$ cat config.mk
export PLATFORM = sky130hd
export DESIGN_NAME = irq_ctrl
export DESIGN_NICKNAME = d
export VERILOG_FILES = /design/src/rtl/irq_ctrl_pkg.sv /design/src/rtl/irq_sync_edge.sv /design/src/rtl/irq_ctrl.sv
export SDC_FILE = /design/constraint.sdc
export NUM_CORES = 1
export LEC_CHECK = 0
export BUFFER_PORTS_ARGS = -buffer_cell sky130_fd_sc_hd__buf_2
export CAP_MARGIN = 5
export CORE_ASPECT_RATIO = 2
export CORE_MARGIN = 3
export CORE_UTILIZATION = 43
export CTS_CLUSTER_DIAMETER = 120
export DETAILED_ROUTE_END_ITERATION = 10
export GPL_ROUTABILITY_DRIVEN = 0
export GPL_TIMING_DRIVEN = 1
export PLACE_DENSITY = 0.74
export SLEW_MARGIN = 10
export SYNTH_ARGS = -nofsm -noshare
export SYNTH_HDL_FRONTEND = slang
export SYNTH_SLANG_ARGS = --single-unit
$ cat constraint.sdc
create_clock -name clk -period 1.03 [get_ports clk]
set_clock_uncertainty 0.05 [all_clocks]
set_input_delay 0.0515 -clock clk [delete_from_list [all_inputs] [get_ports clk]]
set_output_delay 0.0515 -clock clk [all_outputs]
set_load 0.05 [all_outputs]
$ cat src/rtl/irq_ctrl_pkg.sv
// Shared constants and helpers for the interrupt controller: register offsets,
// source count and the priority encoder used to build the ID register.
package irq_ctrl_pkg;

    localparam int NSRC = 6;

    localparam logic [1:0] IRQ_PEND = 2'd0;
    localparam logic [1:0] IRQ_MASK = 2'd1;
    localparam logic [1:0] IRQ_MODE = 2'd2;
    localparam logic [1:0] IRQ_ID   = 2'd3;

    localparam int ID_VALID_BIT = 31;

    // Lowest set index wins; scanning downward lets the last hit be the lowest.
    function automatic logic [2:0] priorityIndex(input logic [NSRC-1:0] vec);
        priorityIndex = 3'd0;
        for (int i = NSRC - 1; i >= 0; i--) begin
            if (vec[i]) begin
                priorityIndex = 3'(i);
            end
        end
    endfunction

endpackage

$ cat src/rtl/irq_sync_edge.sv
// Per-source synchroniser with a one-cycle history flop, giving the
// synchronised level and a single-cycle rising-edge strobe.
module irq_sync_edge #(
    parameter int SYNC_STAGES = 2
) (
    input  logic clk,
    input  logic reset,
    input  logic src,
    output logic s,
    output logic rise
);

    logic [SYNC_STAGES-1:0] syncChain;
    logic                   prev;

    // prev follows s in every mode so a later switch to edge mode sees no false edge.
    always_ff @(posedge clk or negedge reset) begin
        if (!reset) begin
            syncChain <= '0;
            prev      <= 1'b0;
        end else begin
            syncChain <= {syncChain[SYNC_STAGES-2:0], src};
            prev      <= s;
        end
    end

    assign s    = syncChain[SYNC_STAGES-1];
    assign rise = s & ~prev;

endmodule

$ cat src/rtl/irq_ctrl.sv
// Interrupt controller feeding HWInt[7:2]: synchronises sources, latches them
// as edge/level pending bits, masks them and exposes a small bus register file.
module irq_ctrl
    import irq_ctrl_pkg::*;
#(
    parameter int SYNC_STAGES = 2
) (
    input  logic            clk,
    input  logic            reset,
    input  logic [NSRC-1:0] irq_src,
    input  logic            sel,
    input  logic            we,
    input  logic [1:0]      addr,
    input  logic [31:0]     wdata,
    output logic [31:0]     rdata,
    output logic [NSRC-1:0] hwint
);

    logic [NSRC-1:0] syncLevel;
    logic [NSRC-1:0] syncRise;
    logic [NSRC-1:0] pend;
    logic [NSRC-1:0] mask;
    logic [NSRC-1:0] mode;
    logic [NSRC-1:0] pendNext;
    logic [NSRC-1:0] active;
    logic [NSRC-1:0] wBits;
    logic [NSRC-1:0] pendClear;
    logic [NSRC-1:0] modeChange;
    logic [31:0]     idValue;
    logic            writeEn;
    logic            unusedWdata;

    for (genvar i = 0; i < NSRC; i++) begin : gSync
        irq_sync_edge #(
            .SYNC_STAGES(SYNC_STAGES)
        ) uSync (
            .clk  (clk),
            .reset(reset),
            .src  (irq_src[i]),
            .s    (syncLevel[i]),
            .rise (syncRise[i])
        );
    end

    assign writeEn     = sel & we;
    assign wBits       = wdata[NSRC-1:0];
    assign unusedWdata = ^wdata[31:NSRC];
    assign pendClear   = (writeEn && addr == IRQ_PEND) ? wBits : '0;
    assign modeChange  = (writeEn && addr == IRQ_MODE) ? (wBits ^ mode) : '0;

    // Edge bits: a new edge beats a simultaneous W1C. Level bits track s.
    // A mode change on a bit drops whatever it had pending.
    assign pendNext = ~modeChange &
                      ((mode & (syncRise | (pend & ~pendClear))) | (~mode & syncLevel));

    assign active = pend & mask;

    always_ff @(posedge clk or negedge reset) begin
        if (!reset) begin
            pend  <= '0;
            mask  <= '0;
            mode  <= '0;
            hwint <= '0;
        end else begin
            pend  <= pendNext;
            hwint <= active;
            if (writeEn && addr == IRQ_MASK) begin
                mask <= wBits;
            end
            if (writeEn && addr == IRQ_MODE) begin
                mode <= wBits;
            end
        end
    end

    always_comb begin
        idValue               = '0;
        idValue[ID_VALID_BIT] = |active;
        idValue[2:0]          = priorityIndex(active);
    end

    always_comb begin
        rdata = '0;
        if (sel) begin
            case (addr)
                IRQ_PEND: rdata = {{(32-NSRC){1'b0}}, pend};
                IRQ_MASK: rdata = {{(32-NSRC){1'b0}}, mask};
                IRQ_MODE: rdata = {{(32-NSRC){1'b0}}, mode};
                default:  rdata = idValue;
            endcase
        end
    end

endmodule

After elaboration in Yosys (flattened, before gate mapping)
Index checks and enable logic that the tools add are counted.
{ "word_totals": {"regBits": 42, "in_bits": 44, "wordCells": 57} }
{ "op_classes": {"eq_ne": 2, "n_mux": 10, "bitwise_logic": 24, "reduce_logical": 5} }
{ "op_table": {"columns": ["op", "n"], "rows": [
  ["32-bit one-hot mux with 3 select lines", 1],
  ["32-bit two-way mux", 1],
  ["6-bit bitwise AND", 5],
  ["3-bit two-way mux", 6],
  ["6-bit NOT", 3],
  ["6-bit two-way mux", 2],
  ["6-bit bitwise OR", 2],
  ["1-bit bitwise AND", 7],
  ["1-bit NOT", 6],
  ["6-bit OR reduction", 1],
  ["6-bit bitwise XOR", 1],
  ["1-bit logical AND", 3],
  ["2-bit by 1-bit == test with 1-bit output, second input constant", 1],
  ["2-bit == test, second input constant", 1],
  ["2-bit logical NOT", 1]
]} }

Longest topological paths before layout
{ "logic_depth": {"depth_word": 9, "ltp_mapped": 6, "depth_no_buf": 5} }

Cells and area by module
A second synthesis with hierarchy kept.
{ "hier_totals": {"cells_unflattened": 189, "hier_area_um2": 2043.2} }
{ "modules_own_cells": {"columns": ["mod", "instances", "cells_per_inst", "area_per_inst_um2"], "rows": [
  ["irq_ctrl", 1, 165, 1510.2],
  ["irq_sync_edge", 6, 4, 88.8]
]} }

Least setup slack after synthesis
Ideal clock, no wire load.
{ "synth_timing": {"path_type": "register -> output", "start": "reg pend[4]", "end": "out rdata[0]", "t_arrival_ns": 1.483, "required_ns": 0.928, "setup_slack_ns": -0.554, "path_stages_with_launch": 6, "path_cell_list": "dfrtp_1 -> nand2_1 -> inv_1 -> o21ai_0 -> nand2_1 -> a21oi_1"} }
{ "synth_via": {"elab_chain_len": 8} }
{ "synth_lines": {"columns": ["element", "line", "text"], "rows": [
  ["from (decl)", "irq_ctrl.sv:21", "logic [NSRC-1:0] pend;"],
  ["from (signal assigned)", "irq_ctrl.sv:65", "pend <= pendNext;"],
  ["6-bit bitwise AND", "irq_ctrl.sv:56", "assign active = pend & mask;"],
  ["named net active[4]", "irq_ctrl.sv:25", "logic [NSRC-1:0] active;"],
  ["3-bit two-way mux (5 in series)", "irq_ctrl_pkg.sv:18", "if (vec[i]) begin"],
  ["32-bit one-hot mux with 3 select lines", "irq_ctrl.sv:85", "case (addr)"],
  ["32-bit two-way mux", "irq_ctrl.sv:84", "if (sel) begin"],
  ["to (decl)", "irq_ctrl.sv:15", "output logic [31:0] rdata,"]
]} }
The timed path passes the listed nets, and every way through them passes these cells.

Worst setup path in the final report
{ "layout_timing": {"start": "reg pend[2]", "end": "out rdata[31]"} }
{ "layout_via": {"elab_chain_len": 4} }
{ "layout_lines": {"columns": ["element", "line", "text"], "rows": [
  ["6-bit bitwise AND", "irq_ctrl.sv:56", null],
  ["6-bit OR reduction", "irq_ctrl.sv:78", "idValue[ID_VALID_BIT] = |active;"],
  ["32-bit one-hot mux with 3 select lines", "irq_ctrl.sv:85", null],
  ["32-bit two-way mux", "irq_ctrl.sv:84", null]
]} }
Every way passes these cells.

==> impl_metrics.ini <==
[placement]
hpwl_mm = 3.064
port-buffer-count = 30
placed_cells = 292
pre_cts_slack_ps = -450.5

[status]
violations = negative setup slack
outcome = finished with violations

[worst_setup_path]
cp-end-kind = output pin
crit_type = reg2out
r2r_start = mask[3]$_DFFE_PN0P_
path_max_fanout = 4
worst_ep_arrival_time_ps = 1510
cpPeakStageDelay_ps = 420
required_ps = 930
critPathCapture = rdata[31]
worstReg2RegEnd = mask[3]$_DFFE_PN0P_
worst_path_most_repeated_cell = buf_6
r2r_slack_ps = -30
cp-startpoint = pend[2]$_DFF_PN0_
cp_cell_sequence = a22oi_2, and3_4, buf_6, a31oi_4, buf_6
critPathSlowestCell = dfrtp_1
r2r_cells = 3
cp-start-kind = register

[global_route]
grt_pass1_wl_mm = 7.217
grt.total_usage_pct = 18.35
grt-ovfl-total = 0
antenna_found_initial = 0
grt_max_degree = 43
grt_pass1_vias = 1557

[clocking]
clockRootBuffer = clkbuf_8
cts_sinks = 42
cts_buffer_depth = 2
cts_tree = done
clk_pin_slew_worst_paths_ps = 70
cts-buffers-inserted = 5
htree_levels = 2
clkLatencyLatePin_ps = 280

[pwr]
clkPwrFrac_pct = 20.2
vdd_drop_max_v = 0.001026
powerDensity_mw_per_mm2 = 1768
p_comb_share_pct = 37.8
power.switching_mw = 1.710
finalPower_mw = 4.856
power.share.switching_pct = 35.22
intPower_mw = 3.146
leakage_nw = 1.374
pwr-share-seq_pct = 42.0

[route]
routedWlPerCell_um = 13.94
vias = 1529
ant_nets = 0
drc_errors = 0
dr.pass1.iters = 4
vias_per_cell = 4.823
drt_iter0_drc = 19
wl_mm = 4.418

[hold_path]
min_path_type = in2async

[timing]
setup_viol = 8
finalHoldViolations = 0
setup_ws_ps = -584.6
fin_crit_sh_pct = 156.8
whs_ps = 207.0
layout_min_cycle_time_ps = 1615
rsz0062_at_grt = true
max_freq_ghz = 0.6193
drv_slew = 0

[logic_synthesis]
yosys_warnings = 0
syn_avg_cell_area_um2 = 10.60
syn_area_mm2 = 0.001951
synth_top_area_share_pct = 53.88
yosysSeqAreaShare_pct = 53.88
syn_inst = 184
synth_area_leaders = dfrtp_1, buf_4, nand2_1, mux2_4, o21ai_1
synth.distinct_cells = 30
synth_top_cell_by_area = dfrtp_1
ys_ff_latch = 42

[floorplanning]
dieArea_mm2 = 0.005430
fp.dieW_um = 53.63
rows = 34
die_h_um = 101.3
core_region_area_mm2 = 0.004382
initial_core_util_pct = 44.52
num_io_pins = 82

[finish]
fill_cells = 345
finish.utilization_pct = 62.68
seqCellArea_mm2 = 0.001054
mostFrequentLayoutCells = dfrtp_1, nand2_1, buf_4, conb_1, buf_2
fin_cells = 317
multi_input_area_um2 = 869.6
final_net_count = 307
diodes = 0
final_common_cell = dfrtp_1
syn_to_final_growth_pct = 40.80
drive_above_1_share_pct = 39.16

[flow_run]
max-cap-violations = 0
[worst max-delay path, delay by kind of cell (launching register included)]
kind / cells / cell delay [ps]
compound gates: 2 / 300
simple gates: 1 / 250
flops: 1 / 420
buf+inv: 2 / 260
[per-stage QoR]
stage,instance area [um^2],setup TNS (ps)
finish,2746,-3445
global route,2746,-3924
CTS,2725,-3411
detailed placement,2354,-4719
global placement,2354,-4076
floorplan,2107,-684.4
[area by class of cell]
class,count,share of cell area [%]
tap,54,2.460
sequential,42,38.36
multi-input combinational,130,31.66
timing repair buffer,78,23.92
clock buffer,7,2.779
inverter,6,0.8200
[power groups by stage]
stage                     sequential, mW  combinational (mW)  clock, mW
final                               2.04                1.84      0.980
after global routing                2.07                1.95       1.09
after CTS                           2.03                1.80       1.02
after detailed placement            2.05                1.51          0
after global placement              2.03                1.47          0
after floorplan                     2.19               0.900          0
[worst min-delay path by stage]
stage / start / to / cells past startpoint
final: reset / gSync[2].uSync.prev$_DFF_PN0_ / 3
after global routing: reset / gSync[2].uSync.prev$_DFF_PN0_ / 3
after CTS: reset / gSync[2].uSync.prev$_DFF_PN0_ / 3
after detailed placement: reset / gSync[2].uSync.prev$_DFF_PN0_ / 2
after global placement: reset / mask[2]$_DFFE_PN0P_ / 2
after floorplan: reset / gSync[0].uSync.prev$_DFF_PN0_ / 0
[flip-flops by register name, summed over array words and instances, names as in the netlist]
register,cells
hwint,6
gSync.uSync.syncChain,12
gSync.uSync.prev,6
pend,6
mask,6
mode,6
[repair_timing]
action	CTS	global route
pin swaps	14	6
hold endpoints to repair	59	0
hold buffers	13	0
buffers inserted	5	0
resized for setup	43	6
endpoints found under the setup margin	7	11
[synth_stat cells]
| master | n |
|---|---|
| and2_1 | 3 |
| nor2_1 | 2 |
| o221ai_1 | 2 |
| nand3b_1 | 6 |
| dfrtp_1 | 42 |
| a21oi_1 | 9 |
| inv_1 | 6 |
| nand2b_1 | 1 |
| and4bb_2 | 1 |
| and3_1 | 1 |
| a31oi_1 | 1 |
| mux2i_1 | 3 |
| nor2b_1 | 6 |
| nand2_1 | 36 |
| nand4b_4 | 1 |
| buf_4 | 26 |
| o22ai_1 | 1 |
| mux2_4 | 6 |
| mux2_2 | 1 |
| nand3_1 | 2 |
| and4b_1 | 1 |
| buf_2 | 3 |
| a22oi_1 | 1 |
| o21ai_1 | 10 |
| mux2_1 | 2 |
| a221oi_1 | 1 |
| nor2b_2 | 1 |
| o21ai_0 | 7 |
| conb_1 | 1 |
| buf_6 | 1 |
[layer usage]
metal  wire length [um]  up-vias  GRT usage [%]
met1               1622      729          19.92
met2               2384       64          31.69
met3                222       16          3.093
met5                  0        -              0
met4                188        0          11.22
li1                   -      720              -
[kinds of logic (layout without fill, tap and decap cells)]
| family | after synthesis | count (layout) | share of synthesized area [%] |
|---|---|---|---|
| AO/OA/AOI/OAI | 32 | 32 | 9.045 |
| other | 1 | 25 | 0.1922 |
| AND/OR/NAND/NOR | 61 | 61 | 16.49 |
| buffers and inverters | 36 | 91 | 12.51 |
| multiplexers | 12 | 12 | 7.890 |
| flip-flops | 42 | 42 | 53.88 |
Note: power is estimated with default switching activity, not from simulation.
